## src/rtl/adc16dv160_input_read_pkg.sv

```systemverilog
// Shared constants for the ADC16DV160 input block: AXI register offsets,
// register bit positions, response codes and the read-channel FSM state type.
package adc16dv160_input_common;

  localparam logic [31:0] AXI_ADDR_CR           = 32'h00;
  localparam logic [31:0] AXI_ADDR_SR           = 32'h04;
  localparam logic [31:0] AXI_ADDR_DSIZE        = 32'h08;
  localparam logic [31:0] AXI_ADDR_LS_START_THR = 32'h0C;
  localparam logic [31:0] AXI_ADDR_LS_STOP_THR  = 32'h10;
  localparam logic [31:0] AXI_ADDR_LS_N_START   = 32'h14;
  localparam logic [31:0] AXI_ADDR_LS_N_STOP    = 32'h18;
  localparam logic [31:0] AXI_ADDR_SAMPLE_CNT   = 32'h1C;
  localparam logic [31:0] AXI_ADDR_ID           = 32'h20;

  localparam int CR_START = 0;
  localparam int CR_TEST  = 1;
  localparam int CR_RT    = 2;
  localparam int CR_LS    = 3;

  localparam int SR_BUSY = 0;
  localparam int SR_DONE = 1;
  localparam int SR_OVF  = 2;

  localparam logic [1:0] AXI_RESP_OKAY   = 2'b00;
  localparam logic [1:0] AXI_RESP_SLVERR = 2'b10;

  typedef enum logic [1:0] {
    ST_IDLE   = 2'd0,
    ST_ACCEPT = 2'd1,
    ST_DATA   = 2'd2
  } read_state_e;

endpackage

```

## src/rtl/adc16dv160_input_read_if.sv

```systemverilog
// AXI4-Lite read address and read data channels of the input block.
// Handshake: a beat transfers on the rising ACLK edge where both VALID and
// READY are high; once VALID is raised, it and its payload hold until then.
interface adc16dv160_input_read_if;
  logic [31:0] ARADDR;
  logic        ARVALID;
  logic        ARREADY;
  logic [31:0] RDATA;
  logic [1:0]  RRESP;
  logic        RVALID;
  logic        RREADY;

  modport slave (
    input  ARADDR, ARVALID, RREADY,
    output ARREADY, RDATA, RRESP, RVALID
  );

  modport master (
    output ARADDR, ARVALID, RREADY,
    input  ARREADY, RDATA, RRESP, RVALID
  );
endinterface

```

## src/rtl/adc16dv160_input_sticky.sv

```systemverilog
// One-bit sticky flag: set by an event pulse, cleared on request, with set
// taking priority so an event coinciding with the clear is never lost.
module adc16dv160_input_sticky (
  input  logic ACLK,
  input  logic ARESETN,
  input  logic set,
  input  logic clr,
  output logic q
);

  always_ff @(posedge ACLK or negedge ARESETN) begin
    if (!ARESETN) begin
      q <= 1'b0;
    end else if (set) begin
      q <= 1'b1;
    end else if (clr) begin
      q <= 1'b0;
    end
  end

endmodule

```

## src/rtl/adc16dv160_input_read.sv

```systemverilog
// AXI4-Lite read responder for the ADC16DV160 input block: one read at a
// time, data snapshotted during the single ACCEPT cycle and held until RREADY.
module adc16dv160_input_read
  import adc16dv160_input_common::*;
#(
  parameter logic [31:0] ID_VALUE = 32'hAD16_0100,
  parameter int          ADDR_W   = 8
) (
  input  logic                            ACLK,
  input  logic                            ARESETN,
  adc16dv160_input_read_if.slave          axi,
  input  logic                            cr_test,
  input  logic                            cr_rt,
  input  logic                            cr_ls,
  input  logic [31:0]                     dsize,
  input  logic [15:0]                     ls_start_thr,
  input  logic [15:0]                     ls_stop_thr,
  input  logic [31:0]                     ls_n_start,
  input  logic [31:0]                     ls_n_stop,
  input  logic                            busy,
  input  logic                            done_evt,
  input  logic                            ovf_evt,
  input  logic [31:0]                     sample_cnt,
  output read_state_e                     state_dbg
);

  read_state_e state_q, state_d;
  logic        arready, rvalid;
  logic [31:0] offset;
  logic [31:0] rd_d;
  logic        rd_hit;
  logic [31:0] rdata_q;
  logic [1:0]  rresp_q;
  logic        done_q, ovf_q;
  logic        sr_clr;
  logic        unused_addr_hi;

  assign offset         = 32'(axi.ARADDR[ADDR_W-1:0]);
  assign unused_addr_hi = ^axi.ARADDR[31:ADDR_W];

  always_ff @(posedge ACLK or negedge ARESETN) begin
    if (!ARESETN) begin
      state_q <= ST_IDLE;
    end else begin
      state_q <= state_d;
    end
  end

  always_comb begin
    state_d = state_q;
    arready = 1'b0;
    rvalid  = 1'b0;
    case (state_q)
      ST_IDLE: begin
        if (axi.ARVALID) state_d = ST_ACCEPT;
      end
      ST_ACCEPT: begin
        arready = 1'b1;
        state_d = ST_DATA;
      end
      ST_DATA: begin
        rvalid = 1'b1;
        if (axi.RREADY) state_d = ST_IDLE;
      end
      default: state_d = ST_IDLE;
    endcase
  end

  // Exact-offset decode: any unaligned byte address falls to the default arm.
  always_comb begin
    rd_d   = '0;
    rd_hit = 1'b1;
    case (offset)
      AXI_ADDR_CR: begin
        rd_d[CR_TEST] = cr_test;
        rd_d[CR_RT]   = cr_rt;
        rd_d[CR_LS]   = cr_ls;
      end
      AXI_ADDR_SR: begin
        rd_d[SR_BUSY] = busy;
        rd_d[SR_DONE] = done_q;
        rd_d[SR_OVF]  = ovf_q;
      end
      AXI_ADDR_DSIZE:        rd_d = dsize;
      AXI_ADDR_LS_START_THR: rd_d = 32'(ls_start_thr);
      AXI_ADDR_LS_STOP_THR:  rd_d = 32'(ls_stop_thr);
      AXI_ADDR_LS_N_START:   rd_d = ls_n_start;
      AXI_ADDR_LS_N_STOP:    rd_d = ls_n_stop;
      AXI_ADDR_SAMPLE_CNT:   rd_d = sample_cnt;
      AXI_ADDR_ID:           rd_d = ID_VALUE;
      default:               rd_hit = 1'b0;
    endcase
  end

  always_ff @(posedge ACLK or negedge ARESETN) begin
    if (!ARESETN) begin
      rdata_q <= '0;
      rresp_q <= AXI_RESP_OKAY;
    end else if (state_q == ST_ACCEPT) begin
      rdata_q <= rd_hit ? rd_d : 32'h0;
      rresp_q <= rd_hit ? AXI_RESP_OKAY : AXI_RESP_SLVERR;
    end
  end

  // The clear lands on the same edge that snapshots SR, so the read sees the old value.
  assign sr_clr = (state_q == ST_ACCEPT) && (offset == AXI_ADDR_SR);

  adc16dv160_input_sticky u_done (
    .ACLK    (ACLK),
    .ARESETN (ARESETN),
    .set     (done_evt),
    .clr     (sr_clr),
    .q       (done_q)
  );

  adc16dv160_input_sticky u_ovf (
    .ACLK    (ACLK),
    .ARESETN (ARESETN),
    .set     (ovf_evt),
    .clr     (sr_clr),
    .q       (ovf_q)
  );

  assign axi.ARREADY = arready;
  assign axi.RVALID  = rvalid;
  assign axi.RDATA   = rdata_q;
  assign axi.RRESP   = rresp_q;
  assign state_dbg   = state_q;

endmodule
```

## src/flat_wrapper.sv

```systemverilog
// flat-port wrapper written by rule: the top's interface ports become plain ports
module adc16dv160_input_read_flat import adc16dv160_input_common::*;
#(
  parameter logic [31:0] ID_VALUE = 32'hAD16_0100,
  parameter int          ADDR_W   = 8
)
  (ACLK, ARESETN, cr_test, cr_rt, cr_ls, dsize, ls_start_thr, ls_stop_thr, ls_n_start, ls_n_stop, busy, done_evt, ovf_evt, sample_cnt, state_dbg, axi_ARADDR, axi_ARVALID, axi_RREADY, axi_ARREADY, axi_RDATA, axi_RRESP, axi_RVALID);
  adc16dv160_input_read_if axi_i ();
  input  logic ACLK;
  input  logic ARESETN;
  input  logic cr_test;
  input  logic cr_rt;
  input  logic cr_ls;
  input  logic [31:0] dsize;
  input  logic [15:0] ls_start_thr;
  input  logic [15:0] ls_stop_thr;
  input  logic [31:0] ls_n_start;
  input  logic [31:0] ls_n_stop;
  input  logic busy;
  input  logic done_evt;
  input  logic ovf_evt;
  input  logic [31:0] sample_cnt;
  output read_state_e state_dbg;
  input wire logic [$bits(axi_i.ARADDR)-1:0] axi_ARADDR;
  input wire logic [$bits(axi_i.ARVALID)-1:0] axi_ARVALID;
  input wire logic [$bits(axi_i.RREADY)-1:0] axi_RREADY;
  output wire logic [$bits(axi_i.ARREADY)-1:0] axi_ARREADY;
  output wire logic [$bits(axi_i.RDATA)-1:0] axi_RDATA;
  output wire logic [$bits(axi_i.RRESP)-1:0] axi_RRESP;
  output wire logic [$bits(axi_i.RVALID)-1:0] axi_RVALID;
  assign axi_i.ARADDR = axi_ARADDR;
  assign axi_i.ARVALID = axi_ARVALID;
  assign axi_i.RREADY = axi_RREADY;
  assign axi_ARREADY = axi_i.ARREADY;
  assign axi_RDATA = axi_i.RDATA;
  assign axi_RRESP = axi_i.RRESP;
  assign axi_RVALID = axi_i.RVALID;
  adc16dv160_input_read #(.ID_VALUE(ID_VALUE), .ADDR_W(ADDR_W)) u_core (.ACLK(ACLK), .ARESETN(ARESETN), .axi(axi_i), .cr_test(cr_test), .cr_rt(cr_rt), .cr_ls(cr_ls), .dsize(dsize), .ls_start_thr(ls_start_thr), .ls_stop_thr(ls_stop_thr), .ls_n_start(ls_n_start), .ls_n_stop(ls_n_stop), .busy(busy), .done_evt(done_evt), .ovf_evt(ovf_evt), .sample_cnt(sample_cnt), .state_dbg(state_dbg));
endmodule
```

## config.mk

```make
export PLATFORM = sky130hd
export DESIGN_NAME = adc16dv160_input_read_flat
export DESIGN_NICKNAME = d
export VERILOG_FILES = /design/src/rtl/adc16dv160_input_read_pkg.sv /design/src/rtl/adc16dv160_input_read_if.sv /design/src/rtl/adc16dv160_input_sticky.sv /design/src/rtl/adc16dv160_input_read.sv /design/src/flat_wrapper.sv
export SDC_FILE = /design/constraint.sdc
export NUM_CORES = 1
export LEC_CHECK = 0
export ABC_AREA = 0
export CAP_MARGIN = 25
export CORE_MARGIN = 3
export CORE_UTILIZATION = 36
export DETAILED_ROUTE_END_ITERATION = 6
export PLACE_DENSITY = 0.92
export SLEW_MARGIN = 20
export SYNTH_ARGS = -nofsm -noshare
export SYNTH_HDL_FRONTEND = slang
export SYNTH_HIERARCHICAL = 1
export SYNTH_SLANG_ARGS = --single-unit
```

## constraint.sdc

```tcl
create_clock -name ACLK -period 3.62 [get_ports ACLK]
set_input_delay 0.724 -clock ACLK [delete_from_list [all_inputs] [get_ports ACLK]]
set_output_delay 0.724 -clock ACLK [all_outputs]
set_load 0.02 [all_outputs]
```

* After elaboration in Yosys (flattened, before gate mapping)
Cells that the tools add are included.
Storage, ports and cells: flip-flop bits (word level) 38, input port bits 202
Cells by class: eq/ne operators 12, mux-type cells 15, reductions and logical operators 7
Operators with widths (number):
- one-hot mux 28 bit (7 select lines) | 1
- equality test 8 x 5 -> 1 bit, second input constant | 4
- logical NOT 32 bit | 1
- two-way mux 32 bit | 1
- equality test 8 x 4 -> 1 bit, second input constant | 2
- one-hot mux 2 bit (8 select lines) | 1
- one-hot mux 1 bit (7 select lines) | 2
- OR reduction 9 bit | 1
- equality test 8 x 3 -> 1 bit, second input constant | 1
- equality test 8 x 6 -> 1 bit, second input constant | 1
- two-way mux 1 bit | 6
- two-way mux 2 bit | 3
- one-hot mux 2 bit (3 select lines) | 1
- != test 2 bit, second input constant | 2
- nonzero test 2 bit | 2
- equality test 2 x 1 -> 1 bit, second input constant | 1
- equality test 2 bit, second input constant | 1
- logical NOT 2 bit | 1
- AND reduction 2 bit | 1
- logical AND 1 bit | 1

* Depth between registers and ports, before layout
Gate-level depths: netlist of the first run.
depth in word-level cells 4, mapped depth 8, depth with buffers taken out 6

* Hierarchy
The synthesis of the first run kept the hierarchy.
By module, submodules not included:
- adc16dv160_input_read | instances 1, cells an instance 299, area each 2808.9 µm², sequential area each 875.8 µm²
- adc16dv160_input_sticky | instances 2, cells an instance 3, area each 36.3 µm², sequential area each 25.0 µm²

* Worst setup path after synthesis of the first run
Ideal clock, no wire load.
kind input to register, from input axi_ARADDR[2], to register u_core.rdata_q[3], in the netlist u_core/axi.RDATA[3], data arrival time 1861 ps, path slack 1638 ps, stages 6, path buffers 2, path through buf_4 -> buf_4 -> mux2_1 -> a221o_1 -> a21oi_1 -> a21oi_1
Between the ends: word-level cells in the longest chain between the ends 4, elaborated cells between the ends (all ways) 13, those cells by class 8 x eq/ne; 3 x mux; 2 x reduce/logical
RTL lines:
- from (decl) | RTL line flat_wrapper.sv:24 | input wire logic [$bits(axi_i.ARADDR)-1:0] axi_ARADDR;
- logical NOT 32 bit (tied with other cells) | RTL line adc16dv160_input_read.sv:73 | case (offset)
- OR reduction 9 bit (no line)
- two-way mux 1 bit | RTL line adc16dv160_input_read.sv:73
- two-way mux 32 bit (*) | RTL line adc16dv160_input_read.sv:100 | rdata_q <= rd_hit ? rd_d : 32'h0;
- to (signal assigned) | RTL line adc16dv160_input_read.sv:100
- to (decl) | RTL line adc16dv160_input_read.sv:32 | logic [31:0] rdata_q;
Mark *: on every way between the ends. The rest lies on a longest branch, timed or not. A chain may end at the register's enable or synchronous reset.

* Worst setup path in the final report of the first run
from input axi_ARADDR[1], to register u_core.rdata_q[16], in the netlist u_core/axi.RDATA[16]
Same word-level chain as after synthesis.

==> flow_summary.yaml, run 1 <==
setup_path:
  crit_fanout: 14
  crit_required_ns: 3.84
  worstSetupStartpointType: "input pin"
  critical_path_class: "in2reg"
  cp.arrival_ns: 2.78
  critPathCaptureType: "register"
yosys:
  ys.flop_type: "dfrtp_1"
  synthAdderAreaFrac: 0
  synth_nets: 507
  synthMuxAreaShare: 0.204
  yosysSeqAreaShare: 0.321
  synth_area_um2: 2880
  synth_simple_gate_area_frac: 0.159
  async_flop_share: 1.00
  synth_seq_cells: 37
  synth_xor_area_frac: 0
  synth_cell_types: 47
  synth-compound-area-share: 0.254
  synth-edff-count: 0
  synth_top_family_by_area: "compound AO/OA/AOI/OAI gates"
  syn_inst: 305
  ys_warn_count: 6
  syn_area_per_cell_um2: 9.45
clock_tree:
  clkLatencyLatePin_ns: 0.29
  htreeDepth: 2
  cts_setup_buffers: 0
  clk_pin_slew_ns: 0.08
  cts_tree: "built"
  cts_buffer_depth: 2
  ctsHoldBuffers: 0
  cts_resized: 0
  cts.sinks: 37
  cts_buffers: 5
  cts-root-buf: "clkbuf_8"
detailed_routing:
  wirelength_mm: 12.1
  antenna_left: 0
  drt-initial-drc-count: 155
  routedWlPerCell_um: 20.0
  drc: 0
  avgViaCountPerCell: 5.57
  drt-pass1-iter-count: 6
  vias: 3384
sta:
  fin_crit_sh: 0.705
  period_needed_ns: 2.55
  max_slew.worst_pin.slew_ns: 0.856
  setup_tns_ns: 0
  drv_slew: 0
  fmax_mhz: 392
  relSlewSlack: 0.429
  setup_viol: 0
  final_hold_viol_count: 0
  hold_ws_ns: 0.487
  rsz0062_at_grt: "no"
  finalWorstSetupSlack_ns: 1.07
  worst_clock_skew_ns: 0.00983
finish:
  nets: 711
  num_antenna_cells: 0
  area_growth_pct: 78.2
  drive_gt1_frac: 0.0845
  final_cell_mix: "clkdlybuf4s50_1 (210), nand2_1 (45), dfrtp_1 (37)"
  fin_util: 0.682
  fillCellCount: 604
  final_common_cell: "clkdlybuf4s50_1"
pwr:
  power.leakage_nw: 2.10
  ir_worst_vdd_uv: 222
  total_power_mw: 1.29
  power.density_nw_per_um2: 251
global_route:
  grt_pass1_vias: 3589
  antenna_found_initial: 0
  grt_max_degree: 38
  grt-ovfl-total: 0
  grt_pass1_wl_mm: 18.2
  track_usage: 0.260
floorplan:
  fp.coreArea_um2: 7520
  die-area_um2: 9110
  row_count: 31
  dieWidth_um: 95.5
  ios: 240
  initial_utilization: 0.383
  die_h_um: 95.5
outcome:
  status: "finished, final reports clean"
place:
  gp_congestion: 0.785
  numPortBuffers: 214
  hpwl_mm: 9.68
  preCtsSetupSlack_ns: 0.792
worst_hold_path:
  hold_class: "reg2reg"
job:
  drv_cap: 0
-- cell usage after synthesis, drive strengths merged (9+ instances only) --
cell type / number / area (um2)
a21o: 10 / 75.1
a22o: 19 / 166
buf: 17 / 120
clkbuf: 10 / 37.5
dfrtp: 37 / 926
mux2i: 26 / 260
mux4: 11 / 248
nand2: 45 / 169
nand3: 9 / 50.1
nor2: 10 / 56.3
o21ai: 31 / 155
-- worst max-delay path, cell delays in order --
cell and delay (ns):
clkdlybuf4s50_1 0.44, nor2_1 0.41, and3_1 0.63, nand2_1 0.24, o22ai_1 0.18, a22o_1 0.16
-- layout make-up --
cell class,instances,area (um2),area share
Sequential cell,37,926,0.180
Inverter,4,15.0,0.00292
Clock buffer,7,86.3,0.0168
Tap cell,99,124,0.0241
Timing Repair Buffer,224,2200,0.428
Multi-Input combinational cell,237,1790,0.348
-- cell families after synthesis --
family          after synthesis
mux                          44
simple gates                 89
other cells                   1
compound gates              103
flops                        37
buf+inv                      31
-- flip-flops by register name, indices dropped and copies added, names as in the netlist --
register and flops:
u_core/axi.RRESP 1, u_core/u_done/q 1, u_core/state_dbg 2, u_core/u_ovf/q 1, u_core/axi.RDATA 32
-- per-layer routing --
| metal | vias up | share of wire | track usage |
|---|---|---|---|
| met2 | 200 | 0.54 | 0.486 |
| met3 | 24 | 0.098 | 0.0624 |
| met5 | - | 0 | 0 |
| met1 | 1591 | 0.34 | 0.285 |
| li1 | 1569 | - | - |
| met4 | 0 | 0.022 | 0.0889 |
-- worst paths after layout --
kind                                                  from                                to  slack (ns)  cells past startpoint
max                                          axi_ARADDR[1]  u_core/axi.RDATA[16]$_DFFE_PN0P_        1.07                      6
min                        u_core/state_dbg[1]$_DFFE_PN0P_   u_core/state_dbg[0]$_DFFE_PN0P_        0.49                      1
max reg2reg                u_core/state_dbg[1]$_DFFE_PN0P_  u_core/axi.RDATA[10]$_DFFE_PN0P_        1.74                      6
min reg2reg                u_core/state_dbg[1]$_DFFE_PN0P_   u_core/state_dbg[0]$_DFFE_PN0P_        0.49                      1
max in group asynchronous                          ARESETN   u_core/axi.RDATA[8]$_DFFE_PN0P_        2.54                      1
min in group asynchronous                          ARESETN   u_core/axi.RDATA[0]$_DFFE_PN0P_        0.55                      1
-- report_power, final --
group	internal [mW]	switching (mW)	total, mW	leakage, nW
Combinational	0.303	0.243	0.545	1.55
Sequential	0.432	0.0154	0.448	0.502
Clock	0.151	0.144	0.295	0.0443
-- metrics by stage --
stage / area [um2] / cells
floorplan: 2880 / 305
finish: 5130 / 608
CTS: 5130 / 608
global route: 5130 / 608
detailed placement: 5050 / 601
global placement: 5050 / 601
Power figures use the tool's default switching activity.
==> run 2, diff against run 1 <==
- CORE_UTILIZATION: 36 -> 33
- PLACE_DENSITY: 0.92 -> 0.85
- clock period: 3.62 -> 2.7 ns (I/O delays scaled with it)
==> run 2 against run 1 <==
  * Register-to-register slack lost 0.85 ns
  * Die area rose by 8.5%
  * Clock power is 97% higher
  * First-iteration DRC count grew 21%
  * Combinational power grew 34%
  * Sequential power rose by 34%
  * Hold slack got worse by 0.14 ns
  * Power grew 48%
  * Routed wire length shrank 2.6%
  * Via count shrank 1.4%
  * Non-clock buffer count up 2
  * Cell area grew 1.7%
==> flow_summary.yaml, run 2 (same netlist as run 1, synthesis figures left out) <==
setup_path:
  rrSetupSlack_ns: 0.89
  max_stage_delay_ns: 0.75
  crit_chain: "clkdlybuf4s50_1 -> nand4b_1 -> nor3_1 -> a21o_1 -> a222oi_1 -> o21ai_1"
  r2r-start: "u_core/state_dbg[1]$_DFFE_PN0P_"
  slowest_stage: "nor3_1"
  crit_start: "axi_ARADDR[5]"
  critical_path_class: "in2reg"
  path_buf_inv: 1
  cp_num_cells: 6
  crit_family: "simple AND/OR/NAND/NOR gates"
  crit_required_ns: 2.92
  critPathCaptureType: "register"
  r2r_end: "u_core/axi.RDATA[10]$_DFFE_PN0P_"
  crit_fanout: 8
  cp.arrival_ns: 2.48
  worstSetupStartpointType: "input pin"
  ff2ff_path_depth: 6
sta:
  relSlewSlack: 0.354
  setup_viol: 0
  drv_slew: 0
  fmax_mhz: 444
  final_hold_viol_count: 0
  max_slew.worst_pin.slew_ns: 0.966
  rsz0062_at_grt: "no"
  setup_tns_ns: 0
  worst_clock_skew_ns: 0.00754
  fin_crit_sh: 0.835
  period_needed_ns: 2.25
finish:
  nets: 713
  drive_gt1_frac: 0.0938
  largest_register_ffs: 32
  fin_cells: 617
  fin_util: 0.626
  final_cell_mix: "clkdlybuf4s50_1 (210), nand2_1 (45), dfrtp_1 (37)"
  num_antenna_cells: 0
  multiInputGateArea_um2: 1790
  fillCellCount: 725
  area_growth_pct: 81.1
  layout.area.seq_um2: 926
  final_common_cell: "clkdlybuf4s50_1"
clock_tree:
  clk_pin_slew_ns: 0.08
  cts_buffers: 5
  cts.sinks: 37
  cts_resized: 0
  clkLatencyLatePin_ns: 0.29
  htreeDepth: 2
  cts_buffer_depth: 2
  ctsHoldBuffers: 0
  cts-root-buf: "clkbuf_8"
  cts_tree: "built"
  cts_setup_buffers: 0
pwr:
  power_switching_share: 0.289
  power.density_nw_per_um2: 366
  power.leakage_nw: 2.14
  p_int_mw: 1.36
  ir_worst_vdd_uv: 215
  p_seq_frac: 0.314
  power.net_switching_mw: 0.552
  pwr-share-clk: 0.304
  pwr-share-comb: 0.382
detailed_routing:
  routedWlPerCell_um: 19.2
  drc: 0
  drt-pass1-iter-count: 5
  avgViaCountPerCell: 5.41
  vias: 3336
  drt-initial-drc-count: 187
  wirelength_mm: 11.8
  antenna_left: 0
worst_hold_path:
  hold_class: "in2async"
global_route:
  grt-ovfl-total: 0
  track_usage: 0.233
  grt_pass1_wl_mm: 18.3
  grt_max_degree: 38
  antenna_found_initial: 0
  grt_pass1_vias: 3530
floorplan:
  die_h_um: 99.4
  fp.coreArea_um2: 8340
  dieWidth_um: 99.4
  die-area_um2: 9890
  row_count: 33
  initial_utilization: 0.345
  ios: 240
place:
  hpwl_mm: 9.27
  numPortBuffers: 214
  gp_congestion: 0.733
  dpl.cell_count: 609
job:
  drv_cap: 0
outcome:
  status: "finished, final reports clean"
[run 2: cell count changes in the layout (fill, tap and decap cells not counted), sizes merged]
cell    previous run  this run
buf               14        16
bufinv             0         2
clkbuf             7         5
clkinv             0         1
[run 2: routing by layer]
| layer | share of wire | vias up | wire length (um) | global-route usage |
|---|---|---|---|---|
| met3 | 0.077 | 14 | 910 | 0.0491 |
| met5 | 0 | - | 0 | 0 |
| li1 | - | 1573 | - | - |
| met4 | 0.013 | 0 | 159 | 0.0525 |
| met1 | 0.38 | 1582 | 4520 | 0.282 |
| met2 | 0.53 | 167 | 6230 | 0.425 |
[run 2: worst max-delay path by stage]
stage | to | slack (ns)
5_1_grt | u_core/axi.RDATA[27]$_DFFE_PN0P_ | 0.32
6_report | u_core/axi.RDATA[26]$_DFFE_PN0P_ | 0.45
4_1_cts | axi_ARREADY | 0.49
3_3_place_gp | u_core/axi.RDATA[24]$_DFFE_PN0P_ | 0.26
2_1_floorplan | u_core/axi.RDATA[3]$_DFFE_PN0P_ | 0.90
3_5_place_dp | u_core/axi.RDATA[26]$_DFFE_PN0P_ | 0.20
[run 2: per-stage QoR]
stage,setup WS (ns),instance area (um2),hold slack (ns),total power [mW]
global route,0.321,5220,0.428,2.00
CTS,0.495,5220,0.379,1.93
detailed placement,0.197,5080,0.474,1.34
floorplan,0.902,2880,0.244,0.916
finish,0.445,5220,0.347,1.91
global placement,0.264,5080,0.459,1.33
[run 2: area by class of cell]
cell class              instances  area share
well taps                     105      0.0252
multi-input cells             237       0.343
clock inverters                 3      0.0125
flip-flops and latches         37       0.177
repair buffers                226       0.426
inverters                       4     0.00288
clock buffers                   5      0.0132
[run 2: worst register-to-register path, cell delays in order (launching register included)]
cell and delay [ns]:
dfrtp_1 0.42, nand2b_2 0.19, buf_4 0.26, nor2_1 0.21, o21a_2 0.25, nand3_2 0.19
o21ai_1 0.21
[run 2: power by group through the flow]
stage	sequential (mW)	clock, mW	combinational (mW)
final	0.599	0.580	0.728
after global placement	0.609	0	0.721
after CTS	0.599	0.596	0.732
after global routing	0.604	0.613	0.782
after floorplan	0.639	0	0.277
after detailed placement	0.611	0	0.730
